==> src/rtl/arm_pkg.sv <==
// Shared definitions for the LDM/STM block-transfer sequencer: FSM state
// encoding, word size in bytes and the four addressing-mode codes.
package arm_pkg;

  typedef enum logic [1:0] {
    S_IDLE = 2'd0,
    S_XFER = 2'd1,
    S_WB   = 2'd2,
    S_DONE = 2'd3
  } seq_state_t;

  // Addressing-mode code is simply {P, U}
  typedef enum logic [1:0] {
    MODE_DA = 2'b00,
    MODE_IA = 2'b01,
    MODE_DB = 2'b10,
    MODE_IB = 2'b11
  } am_mode_t;

  localparam int WORD_BYTES = 4;
  localparam int PC_INDEX   = 15;

  function automatic am_mode_t mode_of(input logic pre_index, input logic up);
    return am_mode_t'({pre_index, up});
  endfunction

endpackage

==> src/rtl/lowest_set_bit.sv <==
// Priority finder: index of the least-significant set bit of a mask, plus a
// flag saying whether any bit is set at all. Purely combinational.
module lowest_set_bit #(
  parameter int WIDTH = 16,
  parameter int IDX_W = 4
) (
  input  logic [WIDTH-1:0] mask,
  output logic [IDX_W-1:0] index,
  output logic             valid
);

  // Scan from the top down so the lowest set bit is the last one to win
  always_comb begin
    index = '0;
    for (int i = WIDTH - 1; i >= 0; i--) begin
      if (mask[i]) index = IDX_W'(i);
    end
  end

  assign valid = |mask;

endmodule

==> src/rtl/ldm_stm_sequencer.sv <==
// Multi-cycle LDM/STM initiator. Latches a block-transfer command, walks the
// register list lowest register first (always at the lowest address), issues
// one memory beat per listed register, then optionally writes back the base.
module ldm_stm_sequencer
  import arm_pkg::*;
#(
  parameter int WORD_SIZE  = 32,
  parameter int NUM_REGS   = 16,
  parameter int ADDR_WIDTH = 4
) (
  input  logic                  clk,
  input  logic                  reset,
  input  logic                  start,
  input  logic                  is_load,
  input  logic                  pre_index,
  input  logic                  up,
  input  logic                  writeback,
  input  logic [NUM_REGS-1:0]   reg_list,
  input  logic [ADDR_WIDTH-1:0] base_reg,
  input  logic [WORD_SIZE-1:0]  base_val,
  output logic                  busy,
  output logic                  stall,
  output logic                  done,
  output logic [ADDR_WIDTH-1:0] rf_read_addr,
  input  logic [WORD_SIZE-1:0]  rf_read_data,
  output logic                  rf_we,
  output logic [ADDR_WIDTH-1:0] rf_waddr,
  output logic [WORD_SIZE-1:0]  rf_wdata,
  output logic                  pc_we,
  output logic [WORD_SIZE-1:0]  pc_in,
  output logic                  mem_req,
  output logic                  mem_we,
  output logic [WORD_SIZE-1:0]  mem_addr,
  output logic [WORD_SIZE-1:0]  mem_wdata,
  input  logic                  mem_ready,
  input  logic [WORD_SIZE-1:0]  mem_rdata
);

  localparam int CNT_W = $clog2(NUM_REGS + 1);
  localparam logic [WORD_SIZE-1:0] STEP = WORD_SIZE'(WORD_BYTES);

  seq_state_t            state;
  logic [NUM_REGS-1:0]   mask_q;
  logic [WORD_SIZE-1:0]  cur_addr;
  logic [WORD_SIZE-1:0]  wb_val;
  logic [ADDR_WIDTH-1:0] base_reg_q;
  logic                  is_load_q;
  logic                  writeback_q;
  logic                  base_loaded;

  logic [CNT_W-1:0]      start_count;
  logic [WORD_SIZE-1:0]  span;
  logic [WORD_SIZE-1:0]  start_addr;
  logic [ADDR_WIDTH-1:0] cur_reg;
  logic                  cur_valid;
  logic [NUM_REGS-1:0]   mask_next;
  logic                  beat;
  logic                  cur_is_pc;
  logic                  wb_write;

  lowest_set_bit #(
    .WIDTH (NUM_REGS),
    .IDX_W (ADDR_WIDTH)
  ) u_lsb (
    .mask  (mask_q),
    .index (cur_reg),
    .valid (cur_valid)
  );

  // Number of registers in the incoming list
  always_comb begin
    start_count = '0;
    for (int i = 0; i < NUM_REGS; i++) begin
      start_count = start_count + CNT_W'(reg_list[i]);
    end
  end

  assign span = WORD_SIZE'(start_count) * STEP;

  // First beat address for each addressing mode, modulo 2^WORD_SIZE
  always_comb begin
    case (mode_of(pre_index, up))
      MODE_IA: start_addr = base_val;
      MODE_IB: start_addr = base_val + STEP;
      MODE_DA: start_addr = base_val - span + STEP;
      default: start_addr = base_val - span;
    endcase
  end

  assign beat      = (state == S_XFER) && mem_req && mem_ready && cur_valid;
  assign cur_is_pc = (cur_reg == ADDR_WIDTH'(PC_INDEX));
  assign mask_next = mask_q & ~(NUM_REGS'(1) << cur_reg);
  assign wb_write  = (state == S_WB) && writeback_q && !(is_load_q && base_loaded);

  assign stall        = busy;
  assign mem_we       = mem_req && !is_load_q;
  assign mem_addr     = mem_req ? cur_addr : '0;
  assign rf_read_addr = mem_we ? cur_reg : '0;
  assign mem_wdata    = mem_we ? rf_read_data : '0;
  assign pc_we        = beat && is_load_q && cur_is_pc;
  assign pc_in        = pc_we ? (mem_rdata & ~WORD_SIZE'(3)) : '0;
  assign rf_we        = (beat && is_load_q && !cur_is_pc) || wb_write;

  // Register-file write port: loaded data during a load beat, else base writeback
  always_comb begin
    rf_waddr = '0;
    rf_wdata = '0;
    if (beat && is_load_q && !cur_is_pc) begin
      rf_waddr = cur_reg;
      rf_wdata = mem_rdata;
    end else if (wb_write) begin
      rf_waddr = base_reg_q;
      rf_wdata = wb_val;
    end
  end

  // Sequencer FSM with registered busy/done/mem_req; reset aborts at once
  always_ff @(posedge clk or posedge reset) begin
    if (reset) begin
      state       <= S_IDLE;
      mask_q      <= '0;
      cur_addr    <= '0;
      wb_val      <= '0;
      base_reg_q  <= '0;
      is_load_q   <= 1'b0;
      writeback_q <= 1'b0;
      base_loaded <= 1'b0;
      busy        <= 1'b0;
      done        <= 1'b0;
      mem_req     <= 1'b0;
    end else begin
      case (state)
        S_IDLE: begin
          done <= 1'b0;
          if (start) begin
            mask_q      <= reg_list;
            cur_addr    <= start_addr;
            wb_val      <= up ? (base_val + span) : (base_val - span);
            base_reg_q  <= base_reg;
            is_load_q   <= is_load;
            writeback_q <= writeback;
            base_loaded <= 1'b0;
            busy        <= 1'b1;
            if (start_count == '0) begin
              state <= S_DONE;
              done  <= 1'b1;
            end else begin
              state   <= S_XFER;
              mem_req <= 1'b1;
            end
          end
        end
        S_XFER: begin
          if (beat) begin
            mask_q   <= mask_next;
            cur_addr <= cur_addr + STEP;
            if (is_load_q && (cur_reg == base_reg_q)) base_loaded <= 1'b1;
            if (mask_next == '0) begin
              state   <= S_WB;
              mem_req <= 1'b0;
            end
          end
        end
        S_WB: begin
          state <= S_DONE;
          done  <= 1'b1;
        end
        S_DONE: begin
          state <= S_IDLE;
          done  <= 1'b0;
          busy  <= 1'b0;
        end
        default: state <= S_IDLE;
      endcase
    end
  end

endmodule

==> config.mk <==
export PLATFORM = sky130hd
export DESIGN_NAME = ldm_stm_sequencer
export DESIGN_NICKNAME = d
export VERILOG_FILES = /design/src/rtl/arm_pkg.sv /design/src/rtl/lowest_set_bit.sv /design/src/rtl/ldm_stm_sequencer.sv
export SDC_FILE = /design/constraint.sdc
export NUM_CORES = 1
export LEC_CHECK = 0
export BUFFER_PORTS_ARGS = -buffer_cell sky130_fd_sc_hd__buf_2
export CORE_MARGIN = 2
export CORE_UTILIZATION = 41
export CTS_CLUSTER_DIAMETER = 80
export DETAILED_ROUTE_END_ITERATION = 7
export PLACE_DENSITY = 0.67
export SYNTH_ARGS = -nofsm -noshare
export SYNTH_HDL_FRONTEND = slang
export SYNTH_SLANG_ARGS = --single-unit
==> constraint.sdc <==
create_clock -name clk -period 6.6 [get_ports clk]
set_clock_uncertainty 0.05 [all_clocks]
set_input_delay 1.32 -clock clk [delete_from_list [all_inputs] [get_ports clk]]
set_output_delay 1.32 -clock clk [all_outputs]
set_load 0.03 [all_outputs]
Yosys cells after proc, flatten, opt, wreduce, memory -nomap -nowiden
Cells that the tools add are included.
{"block": "word_totals", "input_bits": 124, "mem_count": 0, "latchBits": 0, "ramBits": 0, "output_inout_bits": 143, "reg_bits": 92, "rom_bits": 0, "wordCells": 126}
{"block": "classes", "n_reduce_logical": 29, "bitwise_logic": 2, "div_mod_pow": 0, "multipliers": 0, "mux": 51, "n_eq_ne": 12, "add_sub_neg": 20, "shift": 1, "magnitude_cmp": 0}
{"op": "2-to-1 mux 32 bit", "count": 8}
{"op": "adder 32 x 3 -> 32 bit, second input constant", "count": 3}
{"op": "one-hot mux 32 bit (3 select lines)", "count": 1}
{"op": "2-to-1 mux 4 bit", "count": 19}
{"op": "one-hot mux 32 bit (2 select lines)", "count": 1}
{"op": "adder 5 x 1 -> 5 bit", "count": 11}
{"op": "adder 32 x 7 -> 32 bit", "count": 1}
{"op": "2-to-1 mux 16 bit", "count": 2}
{"op": "one-hot mux 16 bit (2 select lines)", "count": 1}
{"op": "subtractor 32 x 7 -> 32 bit", "count": 1}
{"op": "bitwise AND 16 bit", "count": 1}
{"op": "zero test 16 bit", "count": 1}
{"op": "NOT 16 bit", "count": 1}
{"op": "OR reduction 16 bit", "count": 1}
{"op": "left shift 1 x 4 -> 16 bit, first input constant", "count": 1}
{"op": "logical AND 1 bit", "count": 11}
{"op": "2-to-1 mux 1 bit", "count": 10}
{"op": "2-to-1 mux 2 bit", "count": 4}
{"op": "one-hot mux 2 bit (4 select lines)", "count": 1}
{"op": "== test 2 bit, second input constant", "count": 3}
{"op": "inequality test 2 bit, second input constant", "count": 3}
{"op": "one-hot mux 1 bit (2 select lines)", "count": 3}
{"op": "AND reduction 3 bit", "count": 2}
{"op": "adder 4 x 1 -> 5 bit", "count": 1}
{"op": "other kinds (17)", "count": 24}

Longest topological paths before layout
Gate-level depths: netlist of run 1.
{"block": "logic_depth", "word_depth": 23, "depth_mapped": 27, "mapped_depth_nobuf": 24}

Modules after synthesis
From an unflattened synthesis of run 1, not the netlist that was laid out.
{"block": "unflattened", "hier_cells": 1369, "area_unflattened_um2": 9995.8}
{"module": "ldm_stm_sequencer", "seq_area_each_um2": 2302.2, "cells_each": 1335, "n_inst": 1, "area_each_um2": 9819.4}
{"module": "lowest_set_bit", "seq_area_each_um2": 0.0, "cells_each": 34, "n_inst": 1, "area_each_um2": 176.4}

Least setup slack after synthesis of run 1
No wires, ideal clock.
{"block": "synth_timing", "kind": "input to register", "start": "input port reg_list[5]", "end": "register cur_addr[30]", "arrival_ns": 7.540, "path_stages": 23, "required_ns": 6.430, "path_buffers": 0, "setup_time_ns": 0.120, "setup_slack_ns": -1.110, "path_cell_list": "inv_1 > fa_1 > inv_1 > fa_1 > fa_1 > inv_1 > fa_1 > inv_1 > ha_1 > inv_1 > fa_1 > xor2_1 > inv_1 > ha_1 > nor2b_1 > a2111oi_1 > nor3_2 > nand3_2 > mux2_4 > or4_4 > or3_4 > or4_1 > a31o_1"}
{"block": "synth_via", "elab_chain_cells": 16}
{"item": "start, declared", "line": "ldm_stm_sequencer.sv:18", "rtl": "input logic [NUM_REGS-1:0] reg_list,"}
{"item": "adder 5 x 1 -> 5 bit (*) (11 in series)", "line": "ldm_stm_sequencer.sv:74", "rtl": "start_count = start_count + CNT_W'(reg_list[i]);"}
{"item": "subtractor 32 x 7 -> 32 bit (*)", "line": "ldm_stm_sequencer.sv:85, ldm_stm_sequencer.sv:86"}
{"item": "adder 32 x 3 -> 32 bit", "line": "ldm_stm_sequencer.sv:85", "rtl": "MODE_DA: start_addr = base_val - span + STEP;"}
{"item": "one-hot mux 32 bit (3 select lines) (*)", "line": "ldm_stm_sequencer.sv:82", "rtl": "case (mode_of(pre_index, up))"}
{"item": "2-to-1 mux 32 bit (*)", "line": "ldm_stm_sequencer.sv:135", "rtl": "if (start) begin"}
{"item": "one-hot mux 32 bit (2 select lines) (*)", "line": "ldm_stm_sequencer.sv:132", "rtl": "case (state)"}
{"item": "end signal, assigned", "line": "ldm_stm_sequencer.sv:137", "rtl": "cur_addr <= start_addr;"}
{"item": "end signal, assigned", "line": "ldm_stm_sequencer.sv:156", "rtl": "cur_addr <= cur_addr + STEP;"}
{"item": "end, declared", "line": "ldm_stm_sequencer.sv:44", "rtl": "logic [WORD_SIZE-1:0] cur_addr;"}
Every way passes the cells marked *; elsewhere a longest branch is shown, timed or not. The select of a mux whose other input is x is not followed.
A chain may end at the register's enable or synchronous reset.

Worst setup path in the final report of run 1
{"block": "layout_timing", "start": "input port reg_list[11]", "end": "register cur_addr[16]"}
{"block": "layout_via", "elab_chain_cells": 10}
{"item": "adder 5 x 1 -> 5 bit (*) (5 in series)", "line": "ldm_stm_sequencer.sv:74"}
{"item": "subtractor 32 x 7 -> 32 bit (*)", "line": "ldm_stm_sequencer.sv:85, ldm_stm_sequencer.sv:86"}
{"item": "adder 32 x 3 -> 32 bit", "line": "ldm_stm_sequencer.sv:85"}
{"item": "one-hot mux 32 bit (3 select lines) (*)", "line": "ldm_stm_sequencer.sv:82"}
{"item": "2-to-1 mux 32 bit (*)", "line": "ldm_stm_sequencer.sv:135"}
{"item": "one-hot mux 32 bit (2 select lines) (*)", "line": "ldm_stm_sequencer.sv:132"}
Marks and branches as above.

==> results_tabular.tex, run 1 <==
\begin{tabular}{lr}
\hline
Metric & Value \\
\hline
\multicolumn{2}{l}{\textbf{Outcome}} \\
\quad Status & finished, violations left \\
\quad Failing checks & negative setup slack \\
\multicolumn{2}{l}{\textbf{Final layout}} \\
\quad Most common cell after layout, fill and taps aside & buf\_2 \\
\quad Final core utilization & 56.6\% \\
\quad Fraction of layout cells with a size suffix above 1 & 32.1\% \\
\quad Net count of the finished layout & 1902 \\
\quad Layout area overhead & 34.4\% \\
\quad Highest-count cells in the layout ignoring fill and taps & buf\_2, nand2\_1, buf\_4 \\
\multicolumn{2}{l}{\textbf{GRT}} \\
\quad Pin count of the biggest net entering global routing & 70 \\
\quad Wire length of the first global-routing pass & 59500 µm \\
\quad GRT Residual Overflow & 0 \\
\quad Total track usage & between 20\% and 30\% \\
\quad Antenna violations before repair & 1 \\
\quad Number of global-route vias before repair & about 11000 \\
\multicolumn{2}{l}{\textbf{Timing}} \\
\quad Final setup TNS & -6120 ps \\
\quad Final critical path time including I/O delays and setup & 7010 ps \\
\quad Setup violators final & 20 \\
\quad Total count of hold-check failures in the final report & 0 \\
\quad Final Max Tran Viols & 0 \\
\quad Final cycle utilization of the critical path & 106\% \\
\quad Unrepaired setup endpoints after global routing & true \\
\quad Worst-case headroom to the max-slew limit & between 20\% and 30\% \\
\quad Final Worst Setup Slack & -406 ps \\
\quad Maximum clock frequency & between 0.1 and 0.15 GHz \\
\quad Slew of the pin with the lowest slew margin & approximately 1100 ps \\
\multicolumn{2}{l}{\textbf{Die}} \\
\quad Initial core utilization & 42.1\% \\
\quad Die X & 160 µm \\
\quad FP Rows & 56 \\
\quad Number of I/O pins & about 270 \\
\quad Die height & 160 µm \\
\quad Area of the core & 23600 µm² \\
\quad Die Outline Area & $\sim$26000 µm² \\
\multicolumn{2}{l}{\textbf{Route}} \\
\quad Routed vias & between 10000 and 15000 \\
\quad Detailed router's first-iteration violation count & 919 \\
\quad Via count normalized by instance count & 5.67 \\
\quad Total detailed-routing wirelength & 38300 µm \\
\quad DRC viols & 0 \\
\quad Drt wl/cell & 18.6 µm \\
\quad First-pass detailed-route iteration total & 5 \\
\quad Final antenna-violating net count & 0 \\
\multicolumn{2}{l}{\textbf{Setup path}} \\
\quad Launching element type of the critical path & input pin \\
\quad Worst-path fanout max & 8 \\
\quad Required time of the worst setup path & about 6800 ps \\
\quad Buf/Inv on CP & 10 \\
\quad Category of the most critical setup path & input pin to register \\
\quad Nature of the critical path endpoint & register \\
\quad Slowest library cell on the worst path & or4b\_4 \\
\quad Biggest cell delay along the critical path & between 500 and 600 ps \\
\quad CP delay by family, top & adder cells \\
\quad Data arrival time at the worst-slack endpoint & 7210 ps \\
\quad Cell mode on critical path & inv\_2 \\
\multicolumn{2}{l}{\textbf{Clocking}} \\
\quad CTS Buffer Depth & 2 \\
\quad Clock transition at the registers of the reported paths & approximately 70 ps \\
\quad Clock sink total & 92 \\
\quad TritonCTS clock tree & yes \\
\quad Library cell used as clock root buffer & clkbuf\_16 \\
\quad Clock Latency Late Sink & 360 ps \\
\quad Number of H-tree branching levels & 3 \\
\quad Num CTS Buffers & 9 \\
\quad Total of hold buffers inserted after clock tree synthesis & 0 \\
\multicolumn{2}{l}{\textbf{Placement}} \\
\quad Input/output buffers & 264 \\
\quad Placer Congestion & between 0.9 and 1 \\
\quad HPWL after DPL & a little under 30000 µm \\
\multicolumn{2}{l}{\textbf{Synthesis}} \\
\quad Cells after Synth & 1400 \\
\quad Count of state elements after synthesis & between 90 and 100 \\
\quad Register area share after synthesis & 23.2\% \\
\quad Count of unique library cells instantiated by Yosys & 81 \\
\quad Synthesized area per cell & 7.10 µm² \\
\quad Top\_reg\_cell synth & dfrtp\_1 \\
\quad Post-synth EDFFs & 0 \\
\quad Yosys synthesis warning count & 0 \\
\quad Share of synthesized flip-flops with an asynchronous set or reset & 100\% \\
\quad Total standard cell area after synthesis & 9940 µm² \\
\multicolumn{2}{l}{\textbf{Power}} \\
\quad Power Density & about 460 nW/µm² \\
\quad Lkg Pwr & 5.94 nW \\
\quad Largest voltage drop on the vdd net & around 0.21 mV \\
\multicolumn{2}{l}{\textbf{Job}} \\
\quad Number of maximum-capacitance violations & 0 \\
\multicolumn{2}{l}{\textbf{Min path}} \\
\quad Classification of the worst-slack hold path & register to register \\
\hline
\end{tabular}
cell usage after synthesis, drive strengths merged, types with 4 or more instances:
library cell	instances	area, µm²
and4	5	43.8
xnor2	46	403
o21a	5	37.5
nor3b	4	30.0
mux2i	6	60.1
o211ai	6	45.0
fa	12	240
a2111oi	6	53.8
a21oi	69	345
or4	8	67.6
a311oi	4	35.0
nand4	16	100
and3	16	101
inv	57	214
a31o	6	52.6
nand2b	11	68.8
and2	108	676
dfrtp	92	2300
a211oi	11	82.6
nor2	99	372
nand4b	4	35.0
or3	21	145
o21ai	161	806
nand3	39	200
a22oi	6	45.0
mux2	12	139
ha	27	338
nor4	27	196
o22ai	15	93.8
a31oi	28	175
a221oi	6	52.6
clkbuf	82	308
a21o	14	105
xor2	36	315
a22o	8	70.1
o31ai	9	67.6
nor3	29	171
nand2	219	830
or2	5	31.3
nor2b	8	50.1
buf	16	86.3
worst min-delay path, delay by kind of cell (launching register included):
family | cells | cell delay, ps
AND/OR/NAND/NOR | 2 | 100
flip-flops | 1 | 340
routing by layer:
layer | global-route usage [%] | share of wire (%) | vias to the layer above
li1 | - | - | 5607
met1 | 34.2 | 39 | 5502
met2 | 52.2 | 50 | 506
met3 | 3.95 | 6.2 | 93
met4 | 13.8 | 4.4 | 0
met5 | 0 | 0 | -
sequential cells by signal (all words and copies together) (netlist names):
register / cells
busy: 1
base_reg_q: 4
mem_req: 1
base_loaded: 1
is_load_q: 1
writeback_q: 1
done: 1
cur_addr: 32
wb_val: 32
state: 2
mask_q: 16
final cells by class:
class                   count  area, µm²
repair buffers            425       2570
fillers                  2316      10200
clock buffers              11        253
clock inverters             5        106
flip-flops and latches     92       2300
diodes                      1       2.50
multi-input cells        1152       7500
inverters                  59        228
well taps                 319        399
stage by stage:
stage / area [µm²] / power, mW / std cells / setup WS, ps / hold WS, ps
global route: 13400 / 6.54 / 2064 / -618 / 450
floorplan: 10100 / 3.71 / 1401 / -546 / 380
detailed placement: 12600 / 5.14 / 2037 / -959 / 402
finish: 13400 / 6.11 / 2064 / -406 / 413
CTS: 13100 / 5.90 / 2059 / -404 / 417
global placement: 12600 / 5.10 / 2037 / -874 / 398
logic make-up (layout without fill, tap and decap cells):
logic type	after synthesis	count (layout)	share of synthesized area (%)
simple gates	624	624	31.8
mux	18	18	2.00
other cells	1	3	0.0377
fa+ha+maj	40	40	5.91
xor+xnor	82	82	7.22
buf+inv	157	500	6.19
compound gates	386	386	23.7
flops	92	92	23.2
where the power goes:
part | leakage, nW | switching, mW | internal (mW)
sequential | 1.11 | 0.304 | 0.850
combinational | 4.66 | 2.59 | 1.72
clock | 0.172 | 0.246 | 0.393
what timing repair did:
item | in CTS | in global routing
buffers inserted | 7 | 6
pin swaps | 17 | 22
endpoints found under the setup margin | 24 | 30
endpoints found under the hold margin | 0 | 0
gates cloned | 0 | 0
gates resized for setup | 46 | 44
path summary, 6_finish.rpt:
path | end | cells past startpoint | startpoint | slack [ps]
worst max-delay path | cur_addr[16] | 28 | reg_list[11] | -410
worst min-delay path | cur_addr[1] | 2 | cur_addr[1] | 410
worst max register to register | cur_addr[30] | 11 | state[1] | 2410
worst min register to register | cur_addr[1] | 2 | cur_addr[1] | 410
max in group asynchronous | cur_addr[16] | 3 | reset | 4320
min in group asynchronous | wb_val[0] | 2 | reset | 960
Power figures use the tool's default switching activity.
==> run 2: changes to the inputs <==
--- a/config.mk
+++ b/config.mk
@@ -5,7 +5,7 @@
 export SDC_FILE = /design/constraint.sdc
 export NUM_CORES = 1
 export LEC_CHECK = 0
-export BUFFER_PORTS_ARGS = -buffer_cell sky130_fd_sc_hd__buf_2
+export BUFFER_PORTS_ARGS = -buffer_cell sky130_fd_sc_hd__buf_4
 export CORE_MARGIN = 2
 export CORE_UTILIZATION = 41
 export CTS_CLUSTER_DIAMETER = 80
==> run 2 against run 1 <==
The flow still finishes with violations (negative setup slack). First-iteration DRC count shrank 4.1%. Via count grew 1.5%. Sequential power is essentially flat. Hold slack lost 1.8 ps. Critical path depth shrank 3. Global-route usage grew 0.55 points. Count of clock-buffer cells in the layout shrank 1. Largest cell class unchanged.
==> results_tabular.tex, run 2 (synthesis results as in run 1) <==
\begin{tabular}{lr}
\hline
Metric & Value \\
\hline
\multicolumn{2}{l}{\textbf{Outcome}} \\
\quad Status & finished, violations left \\
\quad Failing checks & negative setup slack \\
\multicolumn{2}{l}{\textbf{Die}} \\
\quad Die X & 160 µm \\
\quad Area of the core & between 20000 and 25000 µm² \\
\quad Initial core utilization & 42.1\% \\
\quad Die Outline Area & 25500 µm² \\
\quad Number of I/O pins & around 270 \\
\quad FP Rows & 56 \\
\quad Die height & 160 µm \\
\multicolumn{2}{l}{\textbf{Min path}} \\
\quad Hold path depth & 2 \\
\quad Classification of the worst-slack hold path & register to register \\
\quad Start point of the worst min-delay path & cur\_addr[1] \\
\quad End point of the worst hold path & cur\_addr[1] \\
\multicolumn{2}{l}{\textbf{Timing}} \\
\quad Maximum clock frequency & 0.139 GHz \\
\quad Final critical path time including I/O delays and setup & 7200 ps \\
\quad Setup violators final & 21 \\
\quad Final setup TNS & -6990 ps \\
\quad Final Max Tran Viols & 0 \\
\quad Unrepaired setup endpoints after global routing & true \\
\quad Slew of the pin with the lowest slew margin & 1030 ps \\
\quad Final Worst Setup Slack & -598 ps \\
\quad Final cycle utilization of the critical path & 109\% \\
\quad Total count of hold-check failures in the final report & 0 \\
\quad Worst-case headroom to the max-slew limit & just over 30\% \\
\quad Min Hold Slack & 411 ps \\
\multicolumn{2}{l}{\textbf{Final layout}} \\
\quad Most common cell after layout, fill and taps aside & buf\_4 \\
\quad Highest-count cells in the layout ignoring fill and taps & buf\_4, nand2\_1, o21ai\_0 \\
\quad Net count of the finished layout & between 1500 and 2000 \\
\quad Final core utilization & 60.0\% \\
\quad Antenna diode count & 0 \\
\quad Layout area overhead & 42.5\% \\
\quad Top flop regs & cur\_addr x32, wb\_val x32, mask\_q x16 \\
\quad Fraction of layout cells with a size suffix above 1 & 33.2\% \\
\multicolumn{2}{l}{\textbf{Clocking}} \\
\quad TritonCTS clock tree & yes \\
\quad Total of hold buffers inserted after clock tree synthesis & 0 \\
\quad Library cell used as clock root buffer & clkbuf\_16 \\
\quad CTS Buffer Depth & 2 \\
\quad Num CTS Buffers & 9 \\
\quad Number of H-tree branching levels & 3 \\
\quad Clock Latency Late Sink & 360 ps \\
\quad Clock sink total & 92 \\
\quad Clock transition at the registers of the reported paths & about 70 ps \\
\multicolumn{2}{l}{\textbf{Setup path}} \\
\quad Beginning of the worst register-to-register path & state[1] \\
\quad FF-to-FF setup slack & 2510 ps \\
\quad Worst-case reg-to-reg path depth & 11 \\
\quad Launching element type of the critical path & input pin \\
\quad Worst R2R End & cur\_addr[30] \\
\quad Critical Path Start & reg\_list[15] \\
\quad Required time of the worst setup path & $\sim$6800 ps \\
\quad Category of the most critical setup path & input pin to register \\
\quad Data arrival time at the worst-slack endpoint & 7400 ps \\
\quad Nature of the critical path endpoint & register \\
\quad Worst-path fanout max & 3 \\
\multicolumn{2}{l}{\textbf{GRT}} \\
\quad Total track usage & 29.6\% \\
\quad GRT Residual Overflow & 0 \\
\quad Number of global-route vias before repair & 11422 \\
\quad Wire length of the first global-routing pass & 60900 µm \\
\quad Antenna violations before repair & 0 \\
\quad Pin count of the biggest net entering global routing & between 60 and 70 \\
\multicolumn{2}{l}{\textbf{Route}} \\
\quad First-pass detailed-route iteration total & 6 \\
\quad Total met3 wirelength after detailed routing & around 2300 µm \\
\quad Drt wl/cell & 18.8 µm \\
\quad Wire length the detailed router placed on met1 & 14900 µm \\
\quad Metal2 WL & 19700 µm \\
\quad Via count normalized by instance count & around 5.7 \\
\quad Detailed router's first-iteration violation count & 881 \\
\quad Final antenna-violating net count & 0 \\
\quad Uppermost layer routed & met4 \\
\quad Routed vias & between 10000 and 15000 \\
\quad DRC viols & 0 \\
\quad Total detailed-routing wirelength & between 30000 and 40000 µm \\
\multicolumn{2}{l}{\textbf{Job}} \\
\quad Number of maximum-capacitance violations & 0 \\
\multicolumn{2}{l}{\textbf{Placement}} \\
\quad Placement-stage worst setup slack & -1030 ps \\
\quad HPWL after DPL & between 20000 and 30000 µm \\
\quad Placer Congestion & 0.996 \\
\quad Input/output buffers & 264 \\
\multicolumn{2}{l}{\textbf{Power}} \\
\quad Lkg Pwr & $\sim$6.2 nW \\
\quad Largest voltage drop on the vdd net & 0.256 mV \\
\quad Power Density & 441 nW/µm² \\
\hline
\end{tabular}
-- run 2: changes by cell type in the layout (fill, tap and decap cells not counted), sizes merged --
| cell | before | now |
|---|---|---|
| clkbuf | 11 | 10 |
| buf | 425 | 432 |
| bufinv | 3 | 0 |
| clkinv | 3 | 7 |
| diode | 1 | 0 |
-- run 2: area by class of cell --
class | instances | area (µm²)
fillers | 2168 | 9450
multi-input cells | 1152 | 7670
repair buffers | 432 | 3300
flip-flops and latches | 92 | 2300
well taps | 319 | 399
clock buffers | 10 | 229
inverters | 59 | 228
clock inverters | 6 | 40.0
-- run 2: timing repair --
item	CTS	global route
setup endpoints to repair	27	38
buffers inserted	3	26
pin swaps	9	53
gates resized for setup	17	105
-- run 2: worst max path at each step --
| stage | slack [ps] | end | cells past startpoint |
|---|---|---|---|
| 6_report | -600 | cur_addr[30] | 25 |
| 5_1_grt | -800 | cur_addr[30] | 25 |
| 4_1_cts | -580 | cur_addr[30] | 25 |
| 3_5_place_dp | -1030 | cur_addr[30] | 25 |
| 3_3_place_gp | -890 | cur_addr[30] | 25 |
| 2_1_floorplan | -550 | cur_addr[30] | 26 |
-- run 2: through the flow --
| stage | power [mW] | cell area (µm²) | std cells |
|---|---|---|---|
| after floorplan | 3.71 | 10100 | 1401 |
| after global placement | 5.29 | 13200 | 2036 |
| after detailed placement | 5.33 | 13200 | 2036 |
| after CTS | 5.93 | 13600 | 2055 |
| after global routing | 6.70 | 14200 | 2070 |
| final | 6.25 | 14200 | 2070 |
-- run 2: metal layers --
metal / vias up / track usage (%)
met5: - / 0
met4: 0 / 15.3
met3: 117 / 4.16
met2: 506 / 52.5
met1: 5651 / 34.8
li1: 5614 / -
-- run 2: worst max-delay path: stages --
cell and delay [ps]:
buf_6 100, fa_1 530, inv_1 50, fa_1 500, inv_1 60, fa_1 490
inv_1 100, fa_2 440, inv_2 90, ha_4 140, inv_2 40, fa_2 370
xor2_2 200, inv_2 80, ha_4 270, nor2b_4 160, a2111oi_4 50, buf_4 170
nor4_4 310, nand3_2 130, xor2_2 200, or4_4 560, or3_4 390, or4_4 410
a31o_1 220
-- run 2: power by group --
group          switching (mW)  internal [mW]  leakage [nW]
sequential              0.306          0.851          1.11
clock                   0.237          0.256         0.133
combinational            2.64           1.96          4.91
total                    3.18           3.07          6.15
==> run 3: changes to the inputs <==
--- a/config.mk
+++ b/config.mk
@@ -5,6 +5,7 @@
 export SDC_FILE = /design/constraint.sdc
 export NUM_CORES = 1
 export LEC_CHECK = 0
+export ABC_CLOCK_PERIOD_IN_PS = 6600
 export BUFFER_PORTS_ARGS = -buffer_cell sky130_fd_sc_hd__buf_4
 export CORE_MARGIN = 2
 export CORE_UTILIZATION = 41
@@ -14,3 +15,4 @@
 export SYNTH_ARGS = -nofsm -noshare
 export SYNTH_HDL_FRONTEND = slang
 export SYNTH_SLANG_ARGS = --single-unit
+export TNS_END_PERCENT = 1
==> run 3 against run 2 <==
The run still ends with negative setup slack left. Sequential share of layout area grew 0.47 points. Non-clock buffer count shrank 17. Maximum frequency grew 0.85%. First-iteration DRC count shrank 1.5%. Via count shrank 1.3%. Sequential cell count is the same. Routed wire length is essentially flat. Die area is the same. Global-route usage grew 0.10 points. Utilization shrank 1.7 points. Register-to-register slack gained 50 ps. Power shrank 2.9%.
==> results_tabular.tex, run 3 (synthesis results as in run 1) <==
\begin{tabular}{lr}
\hline
Metric & Value \\
\hline
\multicolumn{2}{l}{\textbf{Timing}} \\
\quad Worst-case headroom to the max-slew limit & 29.9\% \\
\quad Unrepaired setup endpoints after global routing & true \\
\quad Final cycle utilization of the critical path & 108\% \\
\quad Setup violators final & 19 \\
\quad Final setup TNS & -5780 ps \\
\quad Final critical path time including I/O delays and setup & 7140 ps \\
\quad Total count of hold-check failures in the final report & 0 \\
\quad Final Max Tran Viols & 0 \\
\quad Final Worst Setup Slack & -537 ps \\
\quad Maximum clock frequency & 0.140 GHz \\
\quad Slew of the pin with the lowest slew margin & 1050 ps \\
\multicolumn{2}{l}{\textbf{GRT}} \\
\quad Wire length of the first global-routing pass & 60500 µm \\
\quad Antenna violations before repair & 0 \\
\quad Total track usage & 29.7\% \\
\quad Number of global-route vias before repair & 11102 \\
\quad GRT Residual Overflow & 0 \\
\quad Pin count of the biggest net entering global routing & between 60 and 70 \\
\multicolumn{2}{l}{\textbf{Setup path}} \\
\quad Slowest library cell on the worst path & fa\_1 \\
\quad Critical Path Start & reg\_list[5] \\
\quad CP delay by family, top & adder cells \\
\quad FF-to-FF setup slack & about 2600 ps \\
\quad Cell mode on critical path & inv\_1 \\
\quad Buf/Inv on CP & 8 \\
\quad Biggest cell delay along the critical path & 560 ps \\
\quad Instance count on the critical path & 25 \\
\quad Worst-case reg-to-reg path depth & 8 \\
\quad Nature of the critical path endpoint & register \\
\quad Beginning of the worst register-to-register path & mem\_req \\
\quad Launching element type of the critical path & input pin \\
\quad Required time of the worst setup path & 6800 ps \\
\quad Category of the most critical setup path & input pin to register \\
\quad Data arrival time at the worst-slack endpoint & 7340 ps \\
\quad Worst-path fanout max & 3 \\
\multicolumn{2}{l}{\textbf{Die}} \\
\quad FP Rows & 56 \\
\quad Die Outline Area & roughly 26000 µm² \\
\quad Initial core utilization & roughly 42\% \\
\quad Die height & between 150 and 200 µm \\
\quad Die X & 160 µm \\
\quad Number of I/O pins & $\sim$270 \\
\quad Area of the core & approximately 24000 µm² \\
\multicolumn{2}{l}{\textbf{Clocking}} \\
\quad Clock sink total & 92 \\
\quad TritonCTS clock tree & yes \\
\quad CTS Buffer Depth & 2 \\
\quad Clock transition at the registers of the reported paths & 80 ps \\
\quad Number of H-tree branching levels & 3 \\
\quad Library cell used as clock root buffer & clkbuf\_16 \\
\quad Clock Latency Late Sink & about 370 ps \\
\quad Num CTS Buffers & 9 \\
\multicolumn{2}{l}{\textbf{Route}} \\
\quad DRC viols & 0 \\
\quad Final antenna-violating net count & 0 \\
\quad First-pass detailed-route iteration total & 5 \\
\quad Total detailed-routing wirelength & 38900 µm \\
\quad Drt wl/cell & approximately 19 µm \\
\quad Routed vias & 11733 \\
\quad Via count normalized by instance count & 5.72 \\
\quad Detailed router's first-iteration violation count & 868 \\
\multicolumn{2}{l}{\textbf{Placement}} \\
\quad Placer Congestion & 0.981 \\
\quad Input/output buffers & 264 \\
\quad HPWL after DPL & 30100 µm \\
\quad Placed cell count & 2030 \\
\multicolumn{2}{l}{\textbf{Power}} \\
\quad Lkg Pwr & 5.97 nW \\
\quad Total power after layout & 6.07 mW \\
\quad Power Density & between 400 and 500 nW/µm² \\
\quad Largest voltage drop on the vdd net & 0.217 mV \\
\multicolumn{2}{l}{\textbf{Final layout}} \\
\quad Non-Filler Instances & a little over 2000 \\
\quad Layout area overhead & 38.5\% \\
\quad Net count of the finished layout & roughly 1900 \\
\quad Top flop regs & cur\_addr x32, wb\_val x32, mask\_q x16 \\
\quad Most common cell after layout, fill and taps aside & buf\_4 \\
\quad Highest-count cells in the layout ignoring fill and taps & buf\_4, nand2\_1, o21ai\_0 \\
\quad Fraction of layout cells with a size suffix above 1 & a little over 30\% \\
\quad Antenna diode count & 0 \\
\multicolumn{2}{l}{\textbf{Outcome}} \\
\quad Status & finished, violations left \\
\quad Failing checks & negative setup slack \\
\multicolumn{2}{l}{\textbf{Job}} \\
\quad Number of maximum-capacitance violations & 0 \\
\multicolumn{2}{l}{\textbf{Min path}} \\
\quad Start point of the worst min-delay path & cur\_addr[1] \\
\quad Hold path depth & 2 \\
\quad Classification of the worst-slack hold path & register to register \\
\hline
\end{tabular}
## run 3: changes by cell type in the layout (fill, tap and decap cells not counted), sizes merged
cell	previous run	this run
buf	432	415
clkbuf	10	9
clkinv	7	5
clkinvlp	1	3
inv	57	58
## run 3: cell type report
type	count	area [µm²]
fillers	2284	9840
multi-input cells	1152	7430
repair buffers	415	3130
flip-flops and latches	92	2300
well taps	319	399
clock buffers	9	225
inverters	59	223
clock inverters	7	60.1
## run 3: what timing repair did
item / in CTS / in global routing
pin swaps: 25 / 14
hold buffers: 0 / 0
endpoints found under the setup margin: 25 / 38
buffers inserted: 6 / 1
gates resized for setup: 43 / 27
endpoints found under the hold margin: 0 / 0
## run 3: tightest hold or removal path, cell delays in order (launching register included)
cell and delay, ps:
dfrtp_1 340, nand2_1 50, nand2_1 40
## run 3: worst paths after layout
path	end
setup / recovery	cur_addr[30]
hold / removal	cur_addr[1]
setup reg to reg	cur_addr[31]
hold reg to reg	cur_addr[1]
max in group asynchronous	cur_addr[7]
min in group asynchronous	cur_addr[0]
## run 3: layer usage
metal | part of all wire [%] | wire length (µm) | GRT usage, % | vias to the layer above
met2 | 51 | 19900 | 54.5 | 506
met1 | 39 | 15000 | 34.3 | 5559
met5 | 0 | 0 | 0 | -
met3 | 6.1 | 2360 | 4.42 | 94
met4 | 4.2 | 1640 | 12.6 | 0
li1 | - | - | - | 5574
## run 3: where the power goes
| part | leakage [nW] | switching (mW) | internal (mW) | total [mW] |
|---|---|---|---|---|
| sequential | 1.11 | 0.317 | 0.850 | 1.17 |
| combinational | 4.73 | 2.58 | 1.81 | 4.38 |
| clock | 0.130 | 0.258 | 0.261 | 0.519 |
## run 3: metrics by stage
| step | hold WS, ps | instance area [µm²] | worst slack [ps] | utilization (%) |
|---|---|---|---|---|
| finish | 410 | 13800 | -537 | 58.3 |
| global route | 457 | 13800 | -670 | 58.3 |
| floorplan | 380 | 10000 | -607 | - |
| detailed placement | 398 | 13100 | -1090 | 55.6 |
| CTS | 416 | 13600 | -470 | 57.7 |
| global placement | 399 | 13100 | -961 | 55.6 |
